[src/rtl/store_buffer.sv]
// store_buffer: in-order posted-write FIFO with load hazard detect; STORE_BUFFER_ADDR_MATCH_EN selects per-entry address matching
module store_buffer #(
  parameter int DEPTH = 4,
  parameter int CNT_W = $clog2(DEPTH) + 1
) (
  input  logic             clk,
  input  logic             resetn,
  input  logic             st_valid,
  output logic             st_ready,
  input  logic [31:0]      st_addr,
  input  logic [31:0]      st_data,
  input  logic [3:0]       st_wmask,
  output logic             mem_valid,
  input  logic             mem_ready,
  output logic [31:0]      mem_addr,
  output logic [31:0]      mem_wdata,
  output logic [3:0]       mem_wmask,
  input  logic             ld_check_valid,
  input  logic [31:0]      ld_addr,
  output logic             ld_stall,
  output logic             empty,
  output logic [CNT_W-1:0] count
);
  localparam int PW = $clog2(DEPTH);
  logic [29:0]   addr_q  [DEPTH];
  logic [31:0]   data_q  [DEPTH];
  logic [3:0]    wmask_q [DEPTH];
  logic [PW-1:0] wr_ptr, rd_ptr;
  logic          enq, deq;
  assign empty     = count == '0;
  assign st_ready  = count != CNT_W'(DEPTH);
  assign mem_valid = !empty;
  assign enq       = st_valid && st_ready && |st_wmask;
  assign deq       = mem_valid && mem_ready;
  assign mem_addr  = empty ? '0 : {addr_q[rd_ptr], 2'b00};
  assign mem_wdata = empty ? '0 : data_q[rd_ptr];
  assign mem_wmask = empty ? '0 : wmask_q[rd_ptr];
  always_ff @(posedge clk or negedge resetn) begin
    if (!resetn) begin
      wr_ptr <= '0;
      rd_ptr <= '0;
      count  <= '0;
    end else begin
      if (enq) wr_ptr <= wr_ptr + 1'b1;
      if (deq) rd_ptr <= rd_ptr + 1'b1;
      if (enq != deq) count <= enq ? count + 1'b1 : count - 1'b1;
    end
  end
  // storage is deliberately unreset; occupancy alone decides what is live
  always_ff @(posedge clk) begin
    if (enq) begin
      addr_q[wr_ptr]  <= st_addr[31:2];
      data_q[wr_ptr]  <= st_data;
      wmask_q[wr_ptr] <= st_wmask;
    end
  end
`ifdef STORE_BUFFER_ADDR_MATCH_EN
  logic [DEPTH-1:0] hit;
  for (genvar i = 0; i < DEPTH; i++) begin : g_cmp
    logic [PW-1:0] age;
    assign age    = PW'(i) - rd_ptr;
    assign hit[i] = (CNT_W'(age) < count) && (addr_q[i] == ld_addr[31:2]);
  end
  assign ld_stall = ld_check_valid && |hit;
  logic unused;
  assign unused = ^{st_addr[1:0], ld_addr[1:0]};
`else
  assign ld_stall = ld_check_valid && !empty;
  logic unused;
  assign unused = ^{st_addr[1:0], ld_addr};
`endif
endmodule

[config.mk]
export PLATFORM = sky130hd
export DESIGN_NAME = store_buffer
export DESIGN_NICKNAME = d
export VERILOG_FILES = /design/src/rtl/store_buffer.sv
export SDC_FILE = /design/constraint.sdc
export NUM_CORES = 1
export LEC_CHECK = 0
export CAP_MARGIN = 20
export CORE_MARGIN = 2
export CORE_UTILIZATION = 34
export CTS_CLUSTER_SIZE = 40
export DETAILED_ROUTE_END_ITERATION = 12
export GPL_ROUTABILITY_DRIVEN = 1
export PLACE_DENSITY = 0.64
export SYNTH_ARGS = -nofsm -noshare
export SYNTH_HDL_FRONTEND = slang
export SYNTH_SLANG_ARGS = --single-unit
[constraint.sdc]
create_clock -name clk -period 3.6 [get_ports clk]
set_clock_uncertainty 0.15 [all_clocks]
set_input_delay 0.72 -clock clk [delete_from_list [all_inputs] [get_ports clk]]
set_output_delay 0.72 -clock clk [all_outputs]
set_load 0.005 [all_outputs]
==> key figures <==
Setup path
  • Worst reg-to-reg path cell count: 8
  • Crit path capture type: output port
  • Crit-path slowest cell: dfrtp_4
  • Max Fanout on Critical Path: 26
  • Worst EP arrival: roughly 2.5 ns
  • Crit start category: flip-flop
  • R2r setup slk: 1.37 ns
  • Worst path cell trace: buf_4 > mux4_2 > and2_1 > clkdlybuf4s50_1
  • WS Path Type: reg -> out
  • Worst EP required: 2.73 ns
  • Crit path largest cell delay: 0.72 ns

Cells and area
  • Layout cells sized above 1: 0.200
  • Nets: ~750
  • Multi-input gate area: about 0.0022 mm^2
  • Area grow syn2layout: 28.1%
  • Register area: around 0.008 mm^2
  • Filler Cells Inserted: 2612
  • Ant diodes: 0

STA
  • Post-route setup TNS: 0 ns
  • Final setup vio count: 0
  • Final Cycle Share: 0.940
  • Slew margin rel.: 0.649
  • Fmax: 0.295 GHz
  • Final hold violation count: 0
  • RSZ-0062 raised after global routing: no
  • Measured slew at the worst slew-check pin: 0.520 ns
  • Slew Viols, Final: 0
  • Final min period: between 3 and 4 ns

Floorplanning
  • Die height: approximately 180 um
  • Ports: 180
  • Core Box Area: around 0.03 mm^2
  • DIE AREA: 0.0322 mm^2
  • Die width: between 150 and 200 um
  • Starting Density: 0.344
  • Core Rows: 64

Synthesis
  • Primary FF master, synth: edfxtp_1
  • Post-synthesis cell type count: 32
  • Ys Warns: 0
  • Post-Synthesis Cell Area: 0.0105 mm^2
  • FFs w/ async S/R, synth: 0.0258
  • Cells after Synth: ~480
  • Flop and latch count out of synthesis: between 200 and 300
  • Post-synthesis sequential area ratio: 0.774
  • Syn_area_per_cell: ~22 um^2
  • Post-synth EDFFs: between 200 and 300

Detailed routing
  • Iter 0 DRT Violations: a little over 300
  • Pre-Repair DR Iteration Count: 5
  • Wire per inst: 19.6 um
  • Via count: ~5100
  • Post-DRT Antenna Nets: 0
  • Drt total wl: between 20000 and 25000 um
  • Routed vias/inst: between 4 and 5
  • Post-route DRC: 0

GRT
  • Total GRT Usage: 0.127
  • Total grt overflow: 0
  • Largest net degree at the start of global routing: 50
  • Vias in the first global route: about 5500
  • Wire length of the first global-routing pass: ~32000 um
  • Antenna violations before repair: 0

Clocking
  • Max Buffers Root-to-Sink: 3
  • Clock-pin slew on the worst setup and hold paths: 0.07 ns
  • CTS root buf: clkbuf_16
  • Cts-stage hold buffer count: 0
  • CTS Sinks: between 200 and 300
  • Inserted Clock Buffers: 28
  • Htree depth: 1
  • CTS tree: yes
  • Worst skew pair latency: ~0.53 ns

Power and ir drop
  • Power Density: just over 800 mW/mm^2
  • Total power: about 11 mW
  • Peak supply drop: between 0.0003 and 0.0004 V
  • Leakage: 4.34 nW

Placed design
  • DPL Wire Length: roughly 12000 um
  • Buffers on Ports: around 140
  • Final Wtd Congestion: 0.698

Flow run
  • Max-Cap Viols: 0

Status
  • Status: completed

Min path
  • Worst min path class: in -> async
==> stage by stage <==
stage,instances,hold WS [ns],area [um^2],util,setup slack [ns]
2_1_floorplan,477,0.274,10500,-,0.249
3_3_place_gp,1004,0.442,12500,0.412,0.422
3_5_place_dp,1004,0.480,12500,0.412,0.421
4_1_cts,1056,0.294,13400,0.441,0.146
5_1_grt,1056,0.314,13400,0.441,0.0923
6_report,1056,0.318,13400,0.441,0.215
==> cell usage after synthesis, types with 3 or more instances <==
library cell  count  area [um^2]
buf_1             3         11.3
nor2_1            3         11.3
dfrtp_1           7          175
and2_1           71          444
clkbuf_1         11         41.3
nand2_1           4         15.0
buf_2             8         40.0
edfxtp_1        264         7930
xnor2_1           5         43.8
ha_1              4         50.1
inv_1             5         18.8
mux4_2           66         1490
buf_4             3         22.5
==> flip-flops by register name (all words and copies together), names as in the netlist <==
register	flops
addr_q	120
wr_ptr	2
count	3
rd_ptr	2
wmask_q	16
data_q	128
==> path summary, 6_finish.rpt <==
kind,start,end
max,rd_ptr[1],mem_wmask[2]
min,resetn,count[1]
max reg2reg,count[0],count[2]
min reg2reg,wr_ptr[1],wr_ptr[1]
max in group asynchronous,resetn,rd_ptr[1]
min in group clk,wr_ptr[1],wr_ptr[1]
==> kinds of logic (layout without fill, tap and decap cells) <==
group | Yosys count | in the layout | share of synthesized area
flops | 271 | 271 | 0.774
simple gates | 84 | 84 | 0.0484
buf+inv | 32 | 215 | 0.0149
compound gates | 10 | 10 | 0.00777
other cells | 1 | 2 | 0.000358
xor+xnor | 5 | 5 | 0.00418
fa+ha+maj | 5 | 5 | 0.00669
mux | 68 | 68 | 0.144
==> metal layers <==
metal | GRT usage | share of wire
met2 | 0.222 | 0.50
met3 | 0.0322 | 0.057
met4 | 0.0306 | 0.017
met5 | 0 | 0
met1 | 0.160 | 0.42
==> repair_timing <==
item                                    in CTS  in global routing
buffers inserted                             0                  0
endpoints found under the setup margin      11                  0
resized for setup                            1                  0
==> area by class of cell <==
type | count | area share
Inverter | 5 | 0.00140
Clock buffer | 39 | 0.0591
Sequential cell | 271 | 0.605
Multi-Input combinational cell | 174 | 0.166
Timing Repair Buffer | 158 | 0.126
Tap cell | 396 | 0.0369
Clock inverter | 13 | 0.00522
==> worst max-delay path, delay by kind of cell, from the launching register on <==
kind | cells | cell delay (ns)
muxes | 1 | 0.33
DFF | 1 | 0.72
buffers and inverters | 2 | 0.76
and+or+nand+nor | 1 | 0.18
==> cells in the final DEF (no fill, tap or decap), drive strengths merged <==
cell / n
edfxtp: 264
clkdlybuf4s50: 143
and2: 71
mux4: 66
clkbuf: 39
buf: 15
clkinv: 11
dfrtp: 7
inv: 5
xnor2: 5
nand2: 4
ha: 4
nor2: 3
a21oi: 2
nand3: 2
conb: 2
clkinvlp: 2
or3: 1
o41ai: 1
o41a: 1
nand3b: 1
mux2i: 1
a221oi: 1
and3: 1
a2111oi: 1
a21o: 1
mux2: 1
o22ai: 1
nor2b: 1
a22o: 1
o21ai: 1
fa: 1
==> where the power goes <==
| group | leakage (nW) | switching [mW] | internal (mW) | total, mW |
|---|---|---|---|---|
| combinational | 1.42 | 1.60 | 2.40 | 4.00 |
| sequential | 2.49 | 0.230 | 4.11 | 4.34 |
| clock | 0.424 | 1.14 | 1.53 | 2.67 |
| total | 4.34 | 2.97 | 8.04 | 11.0 |
Power figures use the tool's default switching activity.
